## src/rtl/ps2_move_decoder_if.sv

```systemverilog
// Signal bundle between the PS/2 pins, the movement decoder and its consumers.
// The decoder takes the slave side; whoever drives the pins and reads the commands takes the master side.
interface ps2_move_decoder_if;
  logic       ps2_clk;
  logic       ps2_data;
  logic       m_left;
  logic       m_right;
  logic       middle;
  logic [7:0] rx_byte;
  logic       rx_valid;
  logic       frame_err;

  modport master (
    output ps2_clk, ps2_data,
    input  m_left, m_right, middle, rx_byte, rx_valid, frame_err
  );

  modport slave (
    input  ps2_clk, ps2_data,
    output m_left, m_right, middle, rx_byte, rx_valid, frame_err
  );
endinterface

```

## src/rtl/ps2_move_decoder.sv

```systemverilog
// PS/2 frame receiver and scan-code interpreter producing player movement command levels.
//   state  | meaning
//   IDLE   | waiting for a start bit (data=0 on a ps2_clk fall)
//   DATA   | shifting in 8 data bits, LSB first
//   PARITY | capturing the odd-parity bit
//   STOP   | checking stop bit and parity, then back to IDLE
module ps2_move_decoder #(
  parameter int SYNC_STAGES = 2,
  parameter int TIMEOUT_CYC = 65000
) (
  input  logic              clk,
  input  logic              rst_n,
  ps2_move_decoder_if.slave bus
);
  localparam int TW = $clog2(TIMEOUT_CYC);

  typedef enum logic [1:0] {IDLE, DATA, PARITY, STOP} state_t;

  state_t                 state_q, state_d;
  logic [SYNC_STAGES-1:0] clk_sync_q, clk_sync_d;
  logic [SYNC_STAGES-1:0] data_sync_q, data_sync_d;
  logic                   clk_prev_q, clk_prev_d;
  logic [7:0]             shift_q, shift_d;
  logic [2:0]             bit_cnt_q, bit_cnt_d;
  logic                   par_q, par_d;
  logic [TW-1:0]          tmo_q, tmo_d;
  logic [7:0]             rx_byte_q, rx_byte_d;
  logic                   rx_valid_q, rx_valid_d;
  logic                   frame_err_q, frame_err_d;
  logic                   ext_q, ext_d;
  logic                   brk_q, brk_d;
  logic [3:0]             held_q, held_d;  // {right, left, d, a}
  logic                   m_left_q, m_left_d;
  logic                   m_right_q, m_right_d;
  logic                   middle_q, middle_d;

  logic clk_s, data_s, fall, timeout;

  assign clk_s   = clk_sync_q[SYNC_STAGES-1];
  assign data_s  = data_sync_q[SYNC_STAGES-1];
  assign fall    = clk_prev_q & ~clk_s;
  assign timeout = (state_q != IDLE) && (tmo_q == TW'(TIMEOUT_CYC - 1));

  always_ff @(posedge clk or negedge rst_n) begin
    if (!rst_n) begin
      state_q     <= IDLE;
      clk_sync_q  <= '1;
      data_sync_q <= '1;
      clk_prev_q  <= 1'b1;
      shift_q     <= '0;
      bit_cnt_q   <= '0;
      par_q       <= 1'b0;
      tmo_q       <= '0;
      rx_byte_q   <= '0;
      rx_valid_q  <= 1'b0;
      frame_err_q <= 1'b0;
      ext_q       <= 1'b0;
      brk_q       <= 1'b0;
      held_q      <= '0;
      m_left_q    <= 1'b0;
      m_right_q   <= 1'b0;
      middle_q    <= 1'b0;
    end else begin
      state_q     <= state_d;
      clk_sync_q  <= clk_sync_d;
      data_sync_q <= data_sync_d;
      clk_prev_q  <= clk_prev_d;
      shift_q     <= shift_d;
      bit_cnt_q   <= bit_cnt_d;
      par_q       <= par_d;
      tmo_q       <= tmo_d;
      rx_byte_q   <= rx_byte_d;
      rx_valid_q  <= rx_valid_d;
      frame_err_q <= frame_err_d;
      ext_q       <= ext_d;
      brk_q       <= brk_d;
      held_q      <= held_d;
      m_left_q    <= m_left_d;
      m_right_q   <= m_right_d;
      middle_q    <= middle_d;
    end
  end

  // A fall in the same cycle as the timeout terminal count keeps the frame alive.
  always_comb begin
    state_d = state_q;
    if (timeout && !fall) begin
      state_d = IDLE;
    end else if (fall) begin
      case (state_q)
        IDLE:    if (!data_s) state_d = DATA;
        DATA:    if (bit_cnt_q == 3'd7) state_d = PARITY;
        PARITY:  state_d = STOP;
        STOP:    state_d = IDLE;
        default: state_d = IDLE;
      endcase
    end
  end

  always_comb begin
    clk_sync_d  = SYNC_STAGES'({clk_sync_q, bus.ps2_clk});
    data_sync_d = SYNC_STAGES'({data_sync_q, bus.ps2_data});
    clk_prev_d  = clk_s;
    shift_d     = shift_q;
    bit_cnt_d   = bit_cnt_q;
    par_d       = par_q;
    rx_byte_d   = rx_byte_q;
    rx_valid_d  = 1'b0;
    frame_err_d = 1'b0;
    tmo_d       = '0;
    if (timeout && !fall) begin
      frame_err_d = 1'b1;
    end else if (state_q != IDLE && !fall) begin
      tmo_d = tmo_q + 1'b1;
    end
    if (fall) begin
      case (state_q)
        IDLE:   bit_cnt_d = '0;
        DATA: begin
          shift_d   = {data_s, shift_q[7:1]};
          bit_cnt_d = bit_cnt_q + 3'd1;
        end
        PARITY: par_d = data_s;
        STOP: begin
          if (data_s && (^{shift_q, par_q})) begin
            rx_byte_d  = shift_q;
            rx_valid_d = 1'b1;
          end else begin
            frame_err_d = 1'b1;
          end
        end
        default: ;
      endcase
    end

    ext_d  = ext_q;
    brk_d  = brk_q;
    held_d = held_q;
    if (rx_valid_q) begin
      if (rx_byte_q == 8'hE0) begin
        ext_d = 1'b1;
      end else if (rx_byte_q == 8'hF0) begin
        brk_d = 1'b1;
      end else begin
        case ({ext_q, rx_byte_q})
          9'h01C:  held_d[0] = ~brk_q;
          9'h023:  held_d[1] = ~brk_q;
          9'h16B:  held_d[2] = ~brk_q;
          9'h174:  held_d[3] = ~brk_q;
          default: ;
        endcase
        ext_d = 1'b0;
        brk_d = 1'b0;
      end
    end
    if (frame_err_d) begin
      ext_d = 1'b0;
      brk_d = 1'b0;
    end

    // Mapping uses the flags being written this cycle so commands follow rx_valid by one cycle.
    m_left_d  = 1'b0;
    m_right_d = 1'b0;
    middle_d  = 1'b0;
    if (held_d[0] ^ held_d[1]) begin
      m_left_d  = held_d[0];
      m_right_d = held_d[1];
    end else if (held_d[2] ^ held_d[3]) begin
      m_left_d  = held_d[2];
      m_right_d = held_d[3];
      middle_d  = 1'b1;
    end
  end

  assign bus.m_left    = m_left_q;
  assign bus.m_right   = m_right_q;
  assign bus.middle    = middle_q;
  assign bus.rx_byte   = rx_byte_q;
  assign bus.rx_valid  = rx_valid_q;
  assign bus.frame_err = frame_err_q;
endmodule

```

## src/flat_wrapper.sv

```systemverilog
// flat-port wrapper written by rule: the top's interface ports become plain ports
module ps2_move_decoder_flat 
#(
  parameter int SYNC_STAGES = 2,
  parameter int TIMEOUT_CYC = 65000
)
  (clk, rst_n, bus_ps2_clk, bus_ps2_data, bus_m_left, bus_m_right, bus_middle, bus_rx_byte, bus_rx_valid, bus_frame_err);
  ps2_move_decoder_if bus_i ();
  input  logic clk;
  input  logic rst_n;
  input wire logic [$bits(bus_i.ps2_clk)-1:0] bus_ps2_clk;
  input wire logic [$bits(bus_i.ps2_data)-1:0] bus_ps2_data;
  output wire logic [$bits(bus_i.m_left)-1:0] bus_m_left;
  output wire logic [$bits(bus_i.m_right)-1:0] bus_m_right;
  output wire logic [$bits(bus_i.middle)-1:0] bus_middle;
  output wire logic [$bits(bus_i.rx_byte)-1:0] bus_rx_byte;
  output wire logic [$bits(bus_i.rx_valid)-1:0] bus_rx_valid;
  output wire logic [$bits(bus_i.frame_err)-1:0] bus_frame_err;
  assign bus_i.ps2_clk = bus_ps2_clk;
  assign bus_i.ps2_data = bus_ps2_data;
  assign bus_m_left = bus_i.m_left;
  assign bus_m_right = bus_i.m_right;
  assign bus_middle = bus_i.middle;
  assign bus_rx_byte = bus_i.rx_byte;
  assign bus_rx_valid = bus_i.rx_valid;
  assign bus_frame_err = bus_i.frame_err;
  ps2_move_decoder #(.SYNC_STAGES(SYNC_STAGES), .TIMEOUT_CYC(TIMEOUT_CYC)) u_core (.clk(clk), .rst_n(rst_n), .bus(bus_i));
endmodule
```

## config.mk

```make
export PLATFORM = sky130hd
export DESIGN_NAME = ps2_move_decoder_flat
export DESIGN_NICKNAME = d
export VERILOG_FILES = /design/src/rtl/ps2_move_decoder_if.sv /design/src/rtl/ps2_move_decoder.sv /design/src/flat_wrapper.sv
export SDC_FILE = /design/constraint.sdc
export NUM_CORES = 1
export LEC_CHECK = 0
export BUFFER_PORTS_ARGS = -buffer_cell sky130_fd_sc_hd__buf_2
export CELL_PAD_IN_SITES_DETAIL_PLACEMENT = 1
export CELL_PAD_IN_SITES_GLOBAL_PLACEMENT = 1
export CORE_MARGIN = 2
export CORE_UTILIZATION = 52
export CTS_CLUSTER_SIZE = 30
export DETAILED_ROUTE_END_ITERATION = 8
export GPL_ROUTABILITY_DRIVEN = 0
export PLACE_DENSITY_LB_ADDON = 0.1
export SYNTH_ARGS = -nofsm -noshare
export SYNTH_HDL_FRONTEND = slang
export SYNTH_SLANG_ARGS = --single-unit
```

## constraint.sdc

```tcl
create_clock -name clk -period 3.5 [get_ports clk]
set_input_delay 0.175 -clock clk [delete_from_list [all_inputs] [get_ports clk]]
set_output_delay 0.175 -clock clk [all_outputs]
set_load 0.005 [all_outputs]
```

After elaboration in Yosys (flattened, before gate mapping)
Index checks and enable logic that the tools add are counted. Widths: inputs -> output; s select.

Word-level logic and storage cells: 93. Input bits: 4. Output and inout port bits: 13. Bits in registers: 54.

Multiplexer cells: 36. Add/sub/neg operators: 2. Reduce and logical (&&, ||, !) cells: 18. Bitwise operators: 5. Equal/unequal tests: 15.

Operators with widths (number): $mux 16 (2); $mux 1 (25); $eq 9x9->1 const B (2); $add 16x1->16 const B (1); $eq 16x16->1 const B (1); $eq 8x8->1 const B (2); $mux 4 (3); $reduce_and 2->1 (5); $eq 9x5->1 const B (1); $eq 9x6->1 const B (1); $reduce_xor 9->1 (1); $mux 2 (4); $pmux 2 s4 (1); $reduce_bool 2->1 (4); $ne 3x1->1 const B (2); $pmux 3 s2 (1); $reduce_and 3->1 (2); $eq 2x2->1 const B (2); $logic_and 1x1->1 (4); $add 3x1->3 const B (1); $eq 3x3->1 const B (1); $ne 3x3->1 const B (1); $eq 2x1->1 const B (1); $logic_not 2->1 (1); other kinds (5) (7).

Longest topological paths before layout
Gate-level depths: netlist (run 1).

Word-level depth: 10. Mapped depth: 8. Depth with buffers taken out: 8.

Worst setup path after synthesis (run 1)
Ideal clock, no wire load.

Path type: reg2reg. From: register u_core.shift_q[1]. To: register u_core.rx_byte_q[0], in the netlist u_core.bus.rx_byte[0]. Setup time: 0.125 ns. Path slack: 1.699 ns. Clock period less this slack: 1.801 ns. Required time: 3.375 ns. Buffers on the path: 0. Data arrival time: 1.676 ns. Stages on the path, launching flop included: 6. Path through: dfrtp_1 -> xnor2_1 -> xnor3_2 -> xnor2_2 -> nand4_4 -> mux2_2.

Word-level cells in the longest chain between the ends: 3.

Ends and longest elaborated chain: start: declaration (line ps2_move_decoder.sv:23) `logic [7:0] shift_q, shift_d;`; start signal: assignment (line ps2_move_decoder.sv:68) `shift_q <= shift_d;`; $reduce_xor 9->1 (line ps2_move_decoder.sv:125) `if (data_s && (^{shift_q, par_q})) begin`; $logic_and 1x1->1 (line ps2_move_decoder.sv:125); $reduce_and 3->1 (no line); end signal: assignment (line ps2_move_decoder.sv:72) `rx_byte_q <= rx_byte_d;`; end: declaration (line ps2_move_decoder.sv:27) `logic [7:0] rx_byte_q, rx_byte_d;`.

No other way between the ends. A chain may end at the register's enable or synchronous reset.

Worst setup path in the final report (run 1)
From: register u_core.tmo_q[0]. To: register u_core.tmo_q[15].

Word-level cells in the longest chain between the ends: 4. Elaborated cells on any way between the ends: 6. Classes of those cells: 1 x add/sub; 1 x eq/ne; 2 x mux; 2 x reduce/logical.

Ends and longest elaborated chain: start: declaration (line ps2_move_decoder.sv:26) `logic [TW-1:0] tmo_q, tmo_d;`; start signal: assignment (line ps2_move_decoder.sv:71) `tmo_q <= tmo_d;`; parallel branches: the longest is 3 deep, another holds $add 16x1->16; $mux 16 (*) (line ps2_move_decoder.sv:111) `if (timeout && !fall) begin`; net u_core.tmo_d[15] (line ps2_move_decoder.sv:26).

Mark *: on every way through the listed nets, which the timed path passes.

==> results of run 1 <==
cell type report:
cell class | instances | area [um2] | area share, %
clock buffers | 5 | 68.8 | 2.52
well taps | 54 | 67.6 | 2.47
inverters | 9 | 33.8 | 1.24
flip-flops and latches | 54 | 1360 | 49.7
multi-input cells | 144 | 1080 | 39.4
clock inverters | 3 | 21.3 | 0.778
repair buffers | 19 | 108 | 3.94
state kept, by name, summed over array words and instances (netlist names):
signal                cells
u_core.tmo_q             16
u_core.bus.rx_byte        8
u_core.shift_q            8
u_core.held_q             4
u_core.bit_cnt_q          3
u_core.clk_sync_q         2
u_core.data_sync_q        2
u_core.state_q            2
u_core.brk_q              1
u_core.bus.frame_err      1
u_core.bus.m_left         1
u_core.bus.m_right        1
u_core.bus.middle         1
u_core.bus.rx_valid       1
u_core.clk_prev_q         1
u_core.ext_q              1
u_core.par_q              1
stage by stage:
step	util, %	setup slack, ns
3_3_place_gp	56.3	1.58
5_1_grt	58.6	1.23
2_1_floorplan	-	1.70
3_5_place_dp	56.3	1.47
6_report	58.6	1.41
4_1_cts	58.6	1.39
kinds of logic (layout without fill, tap and decap cells):
group | after synthesis | after routing | share of synthesized area, %
fa+ha+maj | 10 | 10 | 5.04
buf+inv | 12 | 36 | 1.92
flops | 54 | 54 | 54.7
compound gates | 20 | 20 | 5.09
mux | 19 | 19 | 8.57
simple gates | 74 | 74 | 16.3
xor+xnor | 21 | 21 | 8.32
worst paths after layout:
| kind | startpoint | to | depth (start not counted) |
|---|---|---|---|
| min | rst_n | u_core.bus.rx_byte[2] | 1 |
| min in group clk | u_core.clk_sync_q[0] | u_core.clk_sync_q[1] | 0 |
| max in group asynchronous | rst_n | u_core.tmo_q[4] | 1 |
| min reg2reg | u_core.clk_sync_q[0] | u_core.clk_sync_q[1] | 0 |
| max | u_core.tmo_q[0] | u_core.tmo_q[15] | 5 |
| max reg2reg | u_core.tmo_q[0] | u_core.tmo_q[15] | 5 |
cell usage after synthesis:
master	number
nor4b_1	2
dfrtp_1	49
nor2b_1	3
a21oi_1	6
mux2_2	18
ha_1	10
a32o_1	2
nand3_1	8
nand4bb_1	1
and4_1	2
a21o_1	3
clkbuf_1	1
xnor2_1	11
xnor3_2	1
nand2b_1	1
nor2_1	22
mux2i_1	1
o32ai_1	1
nand4_1	3
nor4_1	2
nand4b_1	3
o221ai_1	1
inv_1	9
nor3_1	6
nor4bb_1	2
xor2_1	8
nand4_4	1
xnor2_2	1
nand2_1	14
and3b_2	1
buf_2	2
dfstp_2	5
a31oi_1	1
or3_1	1
nor3b_1	1
and3_1	1
o21ai_0	6
where the power goes:
| group | total, W | leakage, nW | switching, W | internal (W) |
|---|---|---|---|---|
| sequential | 0.000718 | 0.731 | 0.0000457 | 0.000672 |
| combinational | 0.000300 | 0.541 | 0.000160 | 0.000140 |
| clock | 0.000340 | 0.0441 | 0.000199 | 0.000141 |
| total | 0.00136 | 1.32 | 0.000405 | 0.000953 |
routing by layer:
layer  wire (um)  up-vias  share of wire (%)  GRT usage [%]
met5           0        -                  0              0
met4          65        0                1.4           6.38
met3         140        8                3.0           3.59
met2        2540       25                 53           36.5
met1        2000      839                 42           22.8
li1            -      775                  -              -
worst max-delay path, delay by kind of cell (launching register included):
kind | cells | cell delay (ns)
simple gates | 4 | 1.28
flops | 1 | 0.42
fa+ha+maj | 1 | 0.25
timing repair:
item	in CTS	in global routing
hold buffers	2	0
hold endpoints to repair	2	0
setup buffers	0	0
==> impl_metrics.toml, run 1 <==
[flow_run]
max_cap_viol_count = 0

[logic_synthesis]
syn-cell-area_mm2 = 0.00248
ys_types = 37
netlist_instances = 210
yosys_warnings = 0
ys_ff_latch = 54
yosys-top-cells-area = "dfrtp_1 (49%), mux2_2 (8.2%), dfstp_2 (5.3%)"
synth_area_per_cell_um2 = 11.8
synth_area_leader_cell = "dfrtp_1"
ys_seq_area_share_pct = 54.7
synth_fp_nets = 224
synth_top_area_share_pct = 49.4

[pwr]
vdd_drop_max_mv = 0.331
powerDensity_mw_per_mm2 = 497
p_leak_nw = 1.32
power.total_w = 0.00136

[timing]
max-slew-margin-rel_pct = 22.9
post-route-period-util_pct = 59.7
finClkSkew_ns = 0.00931
fin_hold_ws_ns = 0.0901
setup_tns_ns = 0
drv_slew = 0
min_period_ns = 2.09
grt_setup_unrepaired = "false"
hold_viol_final = 0
setup_violations = 0
fmax_mhz = 479
tightest_slew_ns = 1.16

[final_layout]
area_growth_pct = 10.1
final_area_mm2 = 0.00273
finalNonFillerCells = 288
final_common_cell = "dfrtp_1"
antenna_cells = 0
layout_common_cells = "dfrtp_1 (49), nor2_1 (22), mux2_2 (18), buf_2 (16), nand2_1 (14)"
fillers = 511
nets = 247
drive_gt1_share_pct = 22.2

[routing]
wl_um = 4740
via_per_inst = 5.72
firstDrtPassIters = 4
wl_per_cell_um = 16.5
ant_nets = 0
route.detailed.drc = 0
dr_total_vias = 1647
first_iter_violations = 75

[critical_path]
worst_setup_path_end_kind = "flip-flop"
crit_chain = "ha_1, nand3_1, nor4_1, or3_1, nor2_1"
crit_type = "reg -> reg"
cpPeakStageDelay_ns = 0.53
reg2reg_setup_slack_ns = 1.41
start_kind = "flip-flop"
critical_path_arrival_ns = 2.26
cp_slowest_cell = "or3_1"
path_max_fanout = 16
cp_data_required_time_ns = 3.67

[global_routing]
grt_usage_pct = 19.8
grt_pass1_wl_um = 8220
grt_max_degree = 55
grt_pass1_vias = 1841
antenna_found_initial = 0
gr-total-overflow = 0

[placement]
place_inst = 278
io_buffers = 16
placed_area_mm2 = 0.00262
dp_hpwl_um = 3470

[clocking]
clock_latency_ns = 0.30
clockBufferDepth = 2
cts.sinks = 54
clkTransAtPathRegs_ns = 0.10
clock_tree.root_cell = "clkbuf_8"
cts_tree = "done"
h-tree-depth = 2
cts.repair.resized = 0
numCtsBuffers = 5

[floorplanning]
die_area_mm2 = 0.00534
start_util_pct = 53.2
row_count = 25
die_h_um = 73.1
io_pins = 17
core_mm2 = 0.00466
die_w_um = 73.1

[hold_path]
hp-class = "in -> async"

[run_status]
status = "completed"
No activity file was read; power rests on OpenSTA's default activity.
==> run 2: changes to the inputs <==
Settings changed: ABC_AREA from default to 1, CORE_UTILIZATION 52 to 46.
Clock period 3.5 ns to 2.2 ns, I/O delays scaled along.
==> run 2 against run 1 <==
Effect of this change:
- sequential cell count did not move
- largest power group unchanged
- first-iteration DRC count is 12% higher
- cell area grew 13%
==> impl_metrics.toml, run 2 <==
[pwr]
p_sw_share_pct = 30.5
comb_power_share_pct = 20.6
powerDensity_mw_per_mm2 = 789
vdd_drop_max_mv = 0.442
p_leak_nw = 1.48
p_seq_share_pct = 47.1
pwr-share-clk_pct = 32.3
p_switching_w = 0.000741
p_int_w = 0.00169

[routing]
route.detailed.drc = 0
firstDrtPassIters = 4
wl_um = 5500
dr_total_vias = 2078
first_iter_violations = 84
wl_per_cell_um = 13.2
ant_nets = 0
via_per_inst = 5.00

[global_routing]
grt_max_degree = 31
grt_usage_pct = 19.4
grt_pass1_vias = 2157
gr-total-overflow = 0
grt_pass1_wl_um = 9820
antenna_found_initial = 0

[clocking]
h-tree-depth = 2
clockBufferDepth = 2
numCtsBuffers = 5
clkTransAtPathRegs_ns = 0.10
cts_setup_buffers = 0
clock_latency_ns = 0.31
clock_tree.root_cell = "clkbuf_8"
cts.sinks = 54
cts_tree = "done"

[logic_synthesis]
netlist_top_cells_count = "nand2_1 (86), dfrtp_1 (49), inv_1 (40)"
synth_top_area_share_pct = 44.9
ys_types = 36
synth_area_per_cell_um2 = 8.70
synth-main-ff-cell = "dfrtp_1"
yosys_warnings = 0
synth_fp_nets = 328
synth_area_leader_cell = "dfrtp_1"
yosys-top-cells-area = "dfrtp_1 (45%), nand2_1 (12%), inv_1 (5.5%)"
synth_edf_count = 0
yosysMostFrequentCell = "nand2_1"
ys_seq_area_share_pct = 49.7
syn-cell-area_mm2 = 0.00273
ys_async_sr_fraction_pct = 100
netlist_instances = 314
ys_ff_latch = 54

[final_layout]
regMostFlops = "u_core.tmo_q"
fillers = 711
antenna_cells = 0
drive_gt1_share_pct = 18.8
nets = 354
regArea_mm2 = 0.00136
final_common_cell = "nand2_1"
multi_input_area_mm2 = 0.00118
layout_common_cells = "nand2_1 (86), dfrtp_1 (49), inv_1 (40), nor2_1 (27), buf_2 (16)"
largest_reg_flops = 16
area_growth_pct = 12.8

[critical_path]
ff2ff_path_depth = 8
critical_path_arrival_ns = 2.09
crit_chain = "inv_1, nand2_1, nor3_2, nand4_1, o21ai_0, inv_1, ha_1, nor2_1"
worst_setup_path_end_kind = "flip-flop"
cp_slowest_cell = "dfrtp_1"
cp_data_required_time_ns = 2.45
cp_common_cell = "inv_1"
crit_type = "reg -> reg"
cpPeakStageDelay_ns = 0.47
start_kind = "flip-flop"
path_max_fanout = 6

[hold_path]
hp-class = "in -> async"

[timing]
fin_ws_ns = 0.356
tightest_slew_ns = 0.584
min_period_ns = 1.84
setup_tns_ns = 0
fmax_mhz = 542
drv_slew = 0
hold_viol_final = 0
post-route-period-util_pct = 83.8
max-slew-margin-rel_pct = 61.1
grt_setup_unrepaired = "false"
finClkSkew_ns = 0.00856
setup_violations = 0

[floorplanning]
io_pins = 17
die_h_um = 81.1
row_count = 28
start_util_pct = 47.0
die_area_mm2 = 0.00657
core_mm2 = 0.00582
die_w_um = 81.1

[run_status]
status = "completed"

[placement]
dpl_worst_slack_ns = 0.382
io_buffers = 16
dp_hpwl_um = 4180

[flow_run]
max_cap_viol_count = 0
-- run 2: area by class of cell --
class,instances,share of cell area [%]
inverters,45,5.48
clock inverters,3,2.23
multi-input cells,212,38.2
well taps,75,3.05
repair buffers,22,4.71
clock buffers,5,2.23
flip-flops and latches,54,44.1
-- run 2: cell families after synthesis --
group	synth area share, %
flops	49.7
xor+xnor	0.962
buf+inv	7.15
mux	0.366
simple gates	29.1
compound gates	8.15
fa+ha+maj	4.58
-- run 2: routing by layer --
metal / wire length [um] / GRT usage, % / vias up
met3: 148 / 4.11 / 7
met2: 2710 / 33.3 / 24
met1: 2560 / 24.1 / 997
li1: - / - / 1050
met5: 0 / 0 / -
met4: 84 / 6.61 / 0
-- run 2: worst max-delay path: cells and delay by family, from the launching register on --
family	cells	cell delay (ns)
and+or+nand+nor	4	0.50
AOI/OAI and AO/OA	1	0.30
DFF	1	0.47
buffers and inverters	2	0.22
adders and majority gates	1	0.30
-- run 2: worst paths after layout --
path | start | endpoint | slack, ns
worst max-delay path | u_core.bus.rx_byte[4] | u_core.bus.middle | 0.36
worst min-delay path | rst_n | u_core.shift_q[3] | 0.33
worst max register to register | u_core.bus.rx_byte[4] | u_core.bus.middle | 0.36
worst min register to register | u_core.clk_sync_q[0] | u_core.clk_sync_q[1] | 0.37
max in group asynchronous | rst_n | u_core.tmo_q[9] | 1.30
min in group clk | u_core.clk_sync_q[0] | u_core.clk_sync_q[1] | 0.37
-- run 2: per-stage QoR --
stage / power (W) / hold slack (ns) / util [%] / cell area, um2 / instances
after CTS: 0.00247 / 0.337 / 53.0 / 3080 / 416
after global placement: 0.00163 / 0.137 / 50.1 / 2910 / 405
after floorplan: 0.00152 / -0.186 / - / 2730 / 314
after detailed placement: 0.00166 / 0.149 / 50.1 / 2910 / 405
after global routing: 0.00259 / 0.373 / 53.0 / 3080 / 416
final: 0.00243 / 0.326 / 53.0 / 3080 / 416
-- run 2: timing repair --
action                    in CTS  in global routing
hold endpoints to repair      21                  0
resized for setup              0                  0
hold buffers                   3                  0
-- run 2: power groups by stage --
stage	sequential (W)	combinational, W	clock, W
floorplan	0.00115	0.000375	0
global placement	0.00116	0.000469	0
detailed placement	0.00116	0.000491	0
CTS	0.00115	0.000508	0.000819
global route	0.00116	0.000575	0.000855
finish	0.00115	0.000501	0.000786
